### src/rtl/mips_defs_pkg.sv
// ----------------------------------------------------------------------------
// mips_defs : shared definitions for the MIPS fetch stage.
//   NPC_*        next-PC source encodings driven by the D-stage decoder
//   DEF_*        default vector / address-window constants
//   fetch_state_t  RUN / HOLD state of the fetch PC controller
// ----------------------------------------------------------------------------
package mips_defs;

   localparam logic [1:0] NPC_SEQ = 2'b00;
   localparam logic [1:0] NPC_BR  = 2'b01;
   localparam logic [1:0] NPC_J   = 2'b10;
   localparam logic [1:0] NPC_JR  = 2'b11;

   localparam logic [31:0] DEF_RESET_VEC   = 32'h0000_3000;
   localparam logic [31:0] DEF_EXC_VEC     = 32'h0000_4180;
   localparam logic [31:0] DEF_ERET_OFFSET = 32'd4;
   localparam logic [31:0] DEF_TEXT_LO     = 32'h0000_3000;
   localparam logic [31:0] DEF_TEXT_HI     = 32'h0000_6ffc;

   typedef enum logic {
      ST_RUN  = 1'b0,
      ST_HOLD = 1'b1
   } fetch_state_t;

endpackage

### src/rtl/fetch_pc_unit_npc_calc.sv
// ----------------------------------------------------------------------------
// npc_calc : combinational redirect-target generation.
//   Inputs : npc_sel, d_pc, br_off16, j_index26, reg_target, epc, eret
//   Outputs: redir_tgt (selected redirect target), redir (a redirect is
//            requested this cycle), ert (eret return address)
// All arithmetic is 32-bit modulo; carries out of bit 31 are dropped.
// ----------------------------------------------------------------------------
module npc_calc
   import mips_defs::*;
#(
   parameter logic [31:0] ERET_OFFSET = DEF_ERET_OFFSET
) (
   input  logic [1:0]  npc_sel,
   input  logic [31:0] d_pc,
   input  logic [15:0] br_off16,
   input  logic [25:0] j_index26,
   input  logic [31:0] reg_target,
   input  logic [31:0] epc,
   input  logic        eret,
   output logic [31:0] redir_tgt,
   output logic        redir,
   output logic [31:0] ert
);

   logic signed [31:0] br_off;
   logic        [31:0] br_tgt;
   logic        [31:0] j_tgt;

   // Word offset, sign-extended: a negative immediate branches backwards.
   assign br_off = signed'({{14{br_off16[15]}}, br_off16, 2'b00});
   assign br_tgt = d_pc + 32'd4 + $unsigned(br_off);
   assign j_tgt  = {d_pc[31:28], j_index26, 2'b00};
   assign ert    = epc + ERET_OFFSET;

   always_comb begin
      redir_tgt = d_pc + 32'd4;
      if (eret) begin
         redir_tgt = ert;
      end else begin
         unique case (npc_sel)
            NPC_BR:  redir_tgt = br_tgt;
            NPC_J:   redir_tgt = j_tgt;
            NPC_JR:  redir_tgt = reg_target;
            default: redir_tgt = d_pc + 32'd4;
         endcase
      end
   end

   assign redir = eret | (npc_sel != NPC_SEQ);

endmodule

### src/rtl/fetch_pc_unit.sv
// ----------------------------------------------------------------------------
// fetch_pc_unit : fetch-stage program counter with pending-redirect latch.
//   clk, reset       clock / asynchronous active-high reset
//   stall            D-stage hazard stall, holds the PC
//   req              exception/interrupt request -> EXC_VEC
//   eret, epc        exception return to epc + ERET_OFFSET
//   npc_sel, d_pc, br_off16, j_index26, reg_target   D-stage redirect info
//   pc_out           current fetch PC (register output)
//   pc_adel          fetch-address error for pc_out (combinational)
//   redir_pend       a redirect is latched, waiting for the stall to drop
// ----------------------------------------------------------------------------
module fetch_pc_unit
   import mips_defs::*;
#(
   parameter logic [31:0] RESET_VEC   = DEF_RESET_VEC,
   parameter logic [31:0] EXC_VEC     = DEF_EXC_VEC,
   parameter logic [31:0] ERET_OFFSET = DEF_ERET_OFFSET,
   parameter logic [31:0] TEXT_LO     = DEF_TEXT_LO,
   parameter logic [31:0] TEXT_HI     = DEF_TEXT_HI,
   parameter bit          CHECK_RANGE = 1'b1
) (
   input  logic        clk,
   input  logic        reset,
   input  logic        stall,
   input  logic        req,
   input  logic        eret,
   input  logic [31:0] epc,
   input  logic [1:0]  npc_sel,
   input  logic [31:0] d_pc,
   input  logic [15:0] br_off16,
   input  logic [25:0] j_index26,
   input  logic [31:0] reg_target,
   output logic [31:0] pc_out,
   output logic        pc_adel,
   output logic        redir_pend
);

   fetch_state_t state;
   logic [31:0]  pc;
   logic [31:0]  pend_tgt;
   logic [31:0]  redir_tgt;
   logic [31:0]  ert;
   logic         redir;

   npc_calc #(
      .ERET_OFFSET (ERET_OFFSET)
   ) u_npc_calc (
      .npc_sel    (npc_sel),
      .d_pc       (d_pc),
      .br_off16   (br_off16),
      .j_index26  (j_index26),
      .reg_target (reg_target),
      .epc        (epc),
      .eret       (eret),
      .redir_tgt  (redir_tgt),
      .redir      (redir),
      .ert        (ert)
   );

   always_ff @(posedge clk or posedge reset) begin
      if (reset) begin
         pc       <= RESET_VEC;
         pend_tgt <= '0;
         state    <= ST_RUN;
      end else begin
         unique case (state)
            ST_RUN: begin
               if (req) begin
                  pc <= EXC_VEC;
               end else if (stall) begin
                  // Capture the redirect so it survives the stall.
                  if (redir) begin
                     pend_tgt <= redir_tgt;
                     state    <= ST_HOLD;
                  end
               end else begin
                  pc <= redir ? redir_tgt : pc + 32'd4;
               end
            end
            ST_HOLD: begin
               if (req) begin
                  pc       <= EXC_VEC;
                  pend_tgt <= '0;
                  state    <= ST_RUN;
               end else if (stall) begin
                  // The re-presented D instruction must not re-redirect;
                  // only an eret may replace the latched target.
                  if (eret) pend_tgt <= ert;
               end else begin
                  pc    <= eret ? ert : pend_tgt;
                  state <= ST_RUN;
               end
            end
            default: state <= ST_RUN;
         endcase
      end
   end

   assign pc_out     = pc;
   assign redir_pend = (state == ST_HOLD);
   assign pc_adel    = (pc[1:0] != 2'b00) |
                       (CHECK_RANGE & ((pc < TEXT_LO) | (pc > TEXT_HI)));

endmodule
### config.mk
export PLATFORM = sky130hd
export DESIGN_NAME = fetch_pc_unit
export DESIGN_NICKNAME = d
export VERILOG_FILES = /design/src/rtl/mips_defs_pkg.sv /design/src/rtl/fetch_pc_unit_npc_calc.sv /design/src/rtl/fetch_pc_unit.sv
export SDC_FILE = /design/constraint.sdc
export NUM_CORES = 1
export LEC_CHECK = 0
export BUFFER_PORTS_ARGS = -buffer_cell sky130_fd_sc_hd__buf_2
export CAP_MARGIN = 20
export CORE_UTILIZATION = 40
export CTS_CLUSTER_DIAMETER = 40
export DETAILED_ROUTE_END_ITERATION = 12
export PLACE_DENSITY = 0.58
export SYNTH_ARGS = -nofsm -noshare
export SYNTH_HDL_FRONTEND = slang
export SYNTH_SLANG_ARGS = --single-unit
### constraint.sdc
create_clock -name clk -period 3.8 [get_ports clk]
set_clock_uncertainty 0.15 [all_clocks]
set_input_delay 0.38 -clock clk [delete_from_list [all_inputs] [get_ports clk]]
set_output_delay 0.38 -clock clk [all_outputs]
set_load 0.005 [all_outputs]
* Yosys cells after proc, flatten, opt, wreduce, memory -nomap -nowiden
Index checks and enable logic that the tools add are counted.
** Cells by class
- Reductions and logical operators :: 4
- Equality and inequality tests :: 9
- Order comparisons :: 2
- Bitwise gates (word level) :: 4
- $add $sub $neg :: 4
- Multiplexer cells :: 21
** Operator list (number)
- $mux 32 :: 12
- $pmux 32 s2 :: 2
- $add 32x3->32 const B :: 3
- $pmux 32 s3 :: 1
- $add 32x32->32 :: 1
- $gt 32x15->1 const B :: 1
- $lt 32x14->1 const B :: 1
- $ne 3x3->1 const B :: 3
- $ne 2x2->1 const B :: 3
- $mux 1 :: 5
- $eq 2x2->1 const B :: 2
- $reduce_and 4->1 :: 1
- $reduce_bool 2->1 :: 2
- $or 1x1->1 :: 3
- $eq 2x1->1 const B :: 1
- $pmux 1 s2 :: 1
- $reduce_and 2->1 :: 1
- $not 1->1 :: 1
** Word-level totals
- Output and inout port bits :: 34
- Register bits :: 65

* Logic depth before layout (Yosys ltp)
Gate-level depths: netlist (run 1).
- Word-level depth :: 8
- Depth in mapped cells :: 17
- Mapped depth without buffers :: 15

* By module
Synthesis (run 1) repeated with hierarchy kept, for this count alone.
** Second synthesis, totals
- Cells, all modules :: 1085
- Area, all modules :: 8207.9 um2
** Modules (own cells, without submodules)
- fetch_pc_unit :: area an instance 4376.7 um2, instances 1, cells an instance 517
- npc_calc :: area an instance 3831.2 um2, instances 1, cells an instance 568

* Worst setup path before layout (run 1)
Ideal clock, no wire load.
- Path kind :: in2reg
- Start :: in d_pc[4]
- End :: reg pc[30], in the netlist pc_out[30]
- Arrival time :: 3.256 ns
- Setup slack :: 0.273 ns
- Buffers on the path :: 1
- Cell stages on the path :: 15
- Setup time :: 0.121 ns
- Cell sequence :: and4_1 buf_2 nand3_1 nor2_1 nand4_1 xnor2_1 ha_1 a21oi_1 o21ai_0 a41oi_1 a211oi_1 or4_1 a311oi_2 nor2_1 o22a_1
** Between the ends
- Longest elaborated chain between the ends :: 8
** RTL lines
- start: declaration :: line fetch_pc_unit.sv:29 : input logic [31:0] d_pc,
- $add 32x3->32 (*)
- $add 32x32->32 :: line fetch_pc_unit_npc_calc.sv:31 : assign br_tgt = d_pc + 32'd4 + $unsigned(br_off);
- $pmux 32 s3 (*) :: line fetch_pc_unit_npc_calc.sv:40 : unique case (npc_sel)
- $mux 32 (*) :: line fetch_pc_unit_npc_calc.sv:37 : if (eret) begin
- $mux 32 (*) :: line fetch_pc_unit.sv:77 : pc <= redir ? redir_tgt : pc + 32'd4;
- $mux 32 (*) :: line fetch_pc_unit.sv:70 : end else if (stall) begin
- $mux 32 (*) :: line fetch_pc_unit.sv:68 : if (req) begin
- $pmux 32 s2 (*) :: line fetch_pc_unit.sv:66 : unique case (state)
- end signal: assignment :: line fetch_pc_unit.sv:77
- end signal: assignment :: line fetch_pc_unit.sv:90 : pc <= eret ? ert : pend_tgt;
- end: declaration :: line fetch_pc_unit.sv:39 : logic [31:0] pc;
Mark *: on every way between the ends. The rest lies on a longest branch, timed or not. The select of a mux whose other input is x is not followed.
A chain may end at the register's enable or synchronous reset.

* Worst setup path after layout (run 1)
- Start :: in d_pc[9]
- End :: reg pc[30], in the netlist pc_out[30]
Same word-level chain as after synthesis.

==> results of run 1 <==
-- metrics by stage --
stage,instance area (um^2),hold WS [ps]
after floorplan,7920,283
after global placement,9760,303
after detailed placement,9760,309
after CTS,10100,236
after global routing,10100,275
final,10100,254
-- state kept, by name (all words and copies together) (netlist names) --
register / flops
redir_pend: 1
pc_out: 32
pend_tgt: 32
-- critical path: stages --
cell      delay (ps)
buf_2             90
and4_1           240
nand4_1          180
nor2_1           210
buf_4            150
nand2_1           60
xnor2_1          300
ha_1             340
a211o_1          290
a31o_2           260
or4_1            520
a311oi_2         370
nor2_1            90
o22a_1           160
-- final timing paths --
path                                          from                       to  slack [ps]  cells past startpoint
setup / recovery                           d_pc[9]   pc_out[30]$_DFFE_PP0P_         230                     14
hold / removal                               stall   pc_out[19]$_DFFE_PP0P_         250                      3
setup reg to reg             pc_out[2]$_DFFE_PP0P_   pc_out[28]$_DFFE_PP0P_        1090                     11
hold reg to reg            pend_tgt[4]$_DFFE_PP0P_  pend_tgt[4]$_DFFE_PP0P_         320                      2
max in group asynchronous                    reset    pc_out[2]$_DFFE_PP0P_        2520                      4
min in group asynchronous                    reset   pc_out[26]$_DFFE_PP0P_         530                      4
-- metal layers --
metal,global-route usage [%],vias up,wire length (um)
met5,0,-,0
met4,7.87,0,402
met3,3.92,28,2200
met2,45.6,394,12800
met1,45.2,4317,14800
li1,-,4545,-
-- where the power goes --
| part | leakage (nW) | switching (W) | internal [W] |
|---|---|---|---|
| Sequential | 0.789 | 0.000108 | 0.000800 |
| Clock | 0.137 | 0.000333 | 0.000506 |
| Combinational | 3.50 | 0.000644 | 0.000510 |
-- layout make-up --
| type | count | area, um^2 |
|---|---|---|
| fillers | 1982 | 9380 |
| multi-input cells | 958 | 6010 |
| repair buffers | 291 | 1740 |
| flip-flops and latches | 65 | 1630 |
| well taps | 265 | 332 |
| clock buffers | 9 | 225 |
| clock inverters | 7 | 71.3 |
| inverters | 19 | 71.3 |
| diodes | 1 | 2.50 |
-- Yosys cell counts (all sizes together) (18+ instances only) --
cell	number
a21oi	108
clkbuf	46
dfrtp	63
ha	39
inv	18
nand2	135
nand3	56
nand4	21
nor2	130
nor3	25
o211ai	19
o21ai	86
xnor2	54
xor2	37
-- logic make-up (layout without fill, tap and decap cells) --
| logic type | count (synthesis) | in the layout | share of synthesized area, % |
|---|---|---|---|
| other | 0 | 1 | 0 |
| buffers and inverters | 79 | 326 | 3.79 |
| XOR/XNOR | 91 | 91 | 10.1 |
| flip-flops | 65 | 65 | 20.6 |
| adder cells (fa/ha/maj) | 40 | 40 | 6.41 |
| AO/OA/AOI/OAI | 351 | 351 | 28.9 |
| multiplexers | 19 | 19 | 2.61 |
| AND/OR/NAND/NOR | 457 | 457 | 27.6 |
-- what timing repair did --
action / CTS / global route
hold endpoints to repair: 22 / 0
resized for setup: 0 / 3
hold buffers: 1 / 0
setup endpoints to repair: 0 / 7
==> flow_metrics.tcl, run 1 <==
set metrics [dict create \
    first_pass_iters 5 \
    critPathArrivalTime_ps 3640 \
    start_kind "input port" \
    coreArea_um2 19500 \
    p_per_area_nw_per_um2 288 \
    crit_path_max_fanout 4 \
    timing.fmax_ghz 0.280 \
    clock-sinks 65 \
    end_kind "flip-flop" \
    final_cell_mix "buf_2 (177), nand2_1 (135), nor2_1 (128)" \
    dp_cells 1597 \
    num_vias 9284 \
    cts_setup_buffers 0 \
    drt_iter0_markers 847 \
    gp_congestion 0.921 \
    grt_pass1_vias 8479 \
    yosysWarnings 0 \
    syn_area_um2 7920 \
    vdd_drop_max_mv 0.225 \
    final_nets 1529 \
    post-route-util_pct 51.8 \
    clockRootBuffer "clkbuf_16" \
    seq_area_frac_synth_pct 20.6 \
    grt_pass1_wl_um 47500 \
    crit_required_ps 3880 \
    drt-total-wl_um 30200 \
    post-place-ws_ps -160 \
    numCtsBuffers 9 \
    antenna_found_initial 0 \
    synth_area_leaders "dfrtp_1 (20%), a21oi_1 (6.8%), nand2_1 (6.4%)" \
    worstSkewPairLatency_ps 340 \
    grt_usage_pct 30.4 \
    setup_violations 0 \
    maxCapViolations 0 \
    synthCells 1102 \
    worst_slew_pin_slew_ps 873 \
    outcome "complete, no violations" \
    hp-class "input port to flip-flop" \
    clkSlewWorstSetupHoldPaths_ps 60 \
    post-route-min-period_ps 3570 \
    avgRoutedWirePerCell_um 18.7 \
    slew_viol_final 0 \
    fin_ws_ps 235 \
    drcViolationCount 0 \
    grt-ovfl-total 0 \
    hold_viol 0 \
    fin_tns_setup_ps 0 \
    final_common_cell "buf_2" \
    ant_nets 0 \
    slew_headroom_pct 41.6 \
    syn_to_final_growth_pct 27.3 \
    final_cells 1615 \
    syn_nets 1287 \
    synth_edf_count 0 \
    rsz0062_at_grt "false" \
    htreeDepth 3 \
    die_h_um 143 \
    fp.dieW_um 143 \
    worst-setup-path-type "input port to flip-flop" \
    power_leakage_nw 4.43 \
    power.total_w 0.00290 \
    cts_buffer_depth 2 \
    dieArea_um2 20400 \
    synth_top_area_share_pct 19.9 \
    pin_count 179 \
    fin_crit_sh_pct 93.8 \
    io_buffer_count 178 \
    rows 51 \
    grt_max_degree 51 \
    yosysTopAreaCell "dfrtp_1" \
    syn_avg_cell_area_um2 7.19 \
    avgViaCountPerCell 5.75 \
    ys_async_sr_fraction_pct 100 \
    start_util_pct 40.7 \
    ys_seq_elements 65 \
    cts_tree "built" \
    yosysUniqueCellTypes 80 \
    place.detailed.hpwl_um 23900 \
    ys.flop_type "dfrtp_1" \
    drive_gt1_share_pct 25.6 \
]
Power figures use the tool's default switching activity.
==> inputs of run 2 (changes only) <==
Settings changed: ABC_AREA set to 1, PLACE_DENSITY 0.58 to 0.57.
Clock period 3.8 ns to 3.6 ns, I/O delays scaled along.
==> run 2 against run 1 <==
  * Die area up 17%
  * Critical path depth up 4
  * Cell count up 35%
  * Combinational power up 26%
  * Global-route usage up 7.7 points
  * Worst setup slack better by 6.8 ps
  * Synthesized cell count up 49%
==> flow_metrics.tcl, run 2 <==
set metrics [dict create \
    crit_path_max_fanout 5 \
    power_switching_w 0.00143 \
    post-place-ws_ps -200 \
    cpMaxStageDelayCell "ha_1" \
    synthCells 1642 \
    syn_avg_cell_area_um2 5.65 \
    worst_slew_pin_slew_ps 1010 \
    final_nets 2076 \
    grt-ovfl-total 0 \
    p_int_w 0.00193 \
    post-route-min-period_ps 3360 \
    vdd_drop_max_mv 0.217 \
    rsz0062_at_grt "false" \
    slew_viol_final 0 \
    ys.flop_type "dfrtp_1" \
    drive_gt1_share_pct 19.0 \
    netlist_top_cells_count "nand2_1 (464), nor2_1 (222), inv_1 (194)" \
    slew_headroom_pct 32.4 \
    grt_usage_pct 38.1 \
    synth_area_leaders "nand2_1 (19%), dfrtp_1 (17%), nor2_1 (9.0%)" \
    seq_area_frac_synth_pct 17.5 \
    outcome "complete, no violations" \
    crit_family "simple AND/OR/NAND/NOR gates" \
    ys_seq_elements 65 \
    fin_crit_sh_pct 93.3 \
    io_buffer_count 178 \
    antenna_found_initial 0 \
    gp_congestion 1.00 \
    p_seq_share_pct 29.2 \
    syn_to_final_growth_pct 23.4 \
    timing.fmax_ghz 0.298 \
    grt_pass1_wl_um 67700 \
    synth_edf_count 0 \
    numCtsBuffers 9 \
    yosysUniqueCellTypes 52 \
    drt-total-wl_um 45200 \
    p_comb_share_pct 43.3 \
    post-route-util_pct 50.5 \
    cts_buffer_depth 2 \
    pin_count 179 \
    crit_buf_inv 4 \
    grt_pass1_vias 11400 \
    p_clk_share_pct 27.5 \
    die_h_um 154 \
    clockRootBuffer "clkbuf_16" \
    dieArea_um2 23800 \
    avgRoutedWirePerCell_um 20.7 \
    grt_max_degree 36 \
    drcViolationCount 0 \
    start_kind "input port" \
    end_kind "flip-flop" \
    final_cell_mix "nand2_1 (464), nor2_1 (222), inv_1 (193)" \
    crit_required_ps 3700 \
    syn_nets 1827 \
    cts_setup_buffers 0 \
    worst-setup-path-type "input port to flip-flop" \
    yosysTopAreaCell "nand2_1" \
    hp-class "input port to flip-flop" \
    critPathArrivalTime_ps 3460 \
    diodes 0 \
    worstSkewPairLatency_ps 350 \
    synth_top_area_share_pct 18.8 \
    p_per_area_nw_per_um2 293 \
    start_util_pct 40.9 \
    coreArea_um2 22700 \
    setup_violations 0 \
    num_vias 12200 \
    final_common_cell "nand2_1" \
    place.detailed.hpwl_um 37700 \
    clkSlewWorstSetupHoldPaths_ps 60 \
    fillers 2517 \
    ant_nets 0 \
    maxCapViolations 0 \
    fin_ws_ps 241 \
    synth.most_common_cell "nand2_1" \
    rows 55 \
    fp.dieW_um 154 \
    power_leakage_nw 5.93 \
    avgViaCountPerCell 5.61 \
    hold_viol 0 \
    max_stage_delay_ps 360 \
    cts_tree "built" \
    yosysWarnings 0 \
    worstPathCellList "buf_2, inv_1, nor3_2, nand3_1, nor2_1, xor2_2, ha_1, nand2_1, inv_2, nand2_1, inv_1, a21oi_1, nand2_1, a21oi_1, o21ai_0, nand3_1, nand3_1, a22oi_1" \
    ys_async_sr_fraction_pct 100 \
    drt_iter0_markers 1429 \
    first_pass_iters 6 \
    clock-sinks 65 \
    switching_share_pct 42.4 \
    htreeDepth 3 \
    syn_area_um2 9280 \
]
## run 2: changes by cell type after synthesis, sizes merged, moves of 13 or more
cell and change:
and4 -13, nor2 +112, nor3 +18, mux2i -15, xnor2 -35, and3 -16
a21o -15, nand3 +74, clkbuf -23, a21oi +25, nand2 +335, inv +189
## run 2: logic make-up after synthesis
logic type      Yosys count  share of synthesized area [%]
simple gates            948                           44.7
compound gates          272                           16.4
buf+inv                 266                           11.1
flops                    65                           17.5
xor+xnor                 51                           4.81
fa+ha+maj                40                           5.47
## run 2: repair_timing
| action | in CTS | in global routing |
|---|---|---|
| hold buffers | 1 | 0 |
| hold endpoints to repair | 25 | 0 |
| endpoints found under the setup margin | 0 | 6 |
| resized for setup | 0 | 3 |
## run 2: layout make-up
type / count / area [um^2] / share of cell area, %
repair buffers: 286 / 1700 / 14.9
flip-flops and latches: 65 / 1630 / 14.2
clock inverters: 6 / 66.3 / 0.579
inverters: 218 / 818 / 7.14
clock buffers: 10 / 239 / 2.09
multi-input cells: 1311 / 6640 / 58.0
well taps: 285 / 357 / 3.11
## run 2: routing by layer
layer | GRT usage [%] | share of wire [%]
met1 | 50.0 | 42
met4 | 14.4 | 4.0
met3 | 5.38 | 8.3
met2 | 63.3 | 46
met5 | 0 | 0
## run 2: per-stage QoR
step                std cells  setup TNS, ps  power, W  instance area, um^2  hold WS (ps)
floorplan                1642              0   0.00176                 9280           294
finish                   2181              0   0.00336                11500           313
global placement         2164          -1170   0.00240                11100           307
global route             2181              0   0.00354                11500           353
detailed placement       2164           -950   0.00240                11100           312
CTS                      2181              0   0.00333                11400           312
## run 2: power groups by stage
| stage | Sequential (W) | Combinational [W] | Clock (W) |
|---|---|---|---|
| after global routing | 0.000994 | 0.00160 | 0.000953 |
| final | 0.000982 | 0.00145 | 0.000924 |
| after detailed placement | 0.000989 | 0.00142 | 0 |
| after CTS | 0.000977 | 0.00142 | 0.000929 |
| after global placement | 0.000985 | 0.00141 | 0 |
| after floorplan | 0.000949 | 0.000807 | 0 |
## run 2: final timing paths
path                                                from                  endpoint  depth (start not counted)  slack (ps)
max in group asynchronous                          reset    pc_out[12]$_DFFE_PP1P_                          4        1930
worst min register to register  pend_tgt[11]$_DFFE_PP0P_  pend_tgt[11]$_DFFE_PP0P_                          2         330
min in group asynchronous                          reset      redir_pend$_DFF_PP0_                          3         490
worst max register to register    pc_out[21]$_DFFE_PP0P_    pc_out[31]$_DFFE_PP0P_                          9        1070
worst min-delay path                              epc[1]   pend_tgt[1]$_DFFE_PP0P_                          5         310
worst max-delay path                            d_pc[11]    pc_out[15]$_DFFE_PP0P_                         18         240
## run 2: worst register-to-register path, stage by stage (launching register included)
cell and delay [ps]:
dfrtp_1 530, nand2_1 150, nor3_1 150, nand2_1 150
nor4_1 790, nand3_1 160, nand2_1 130, nor2_1 40
nor2_1 90, a21oi_1 70
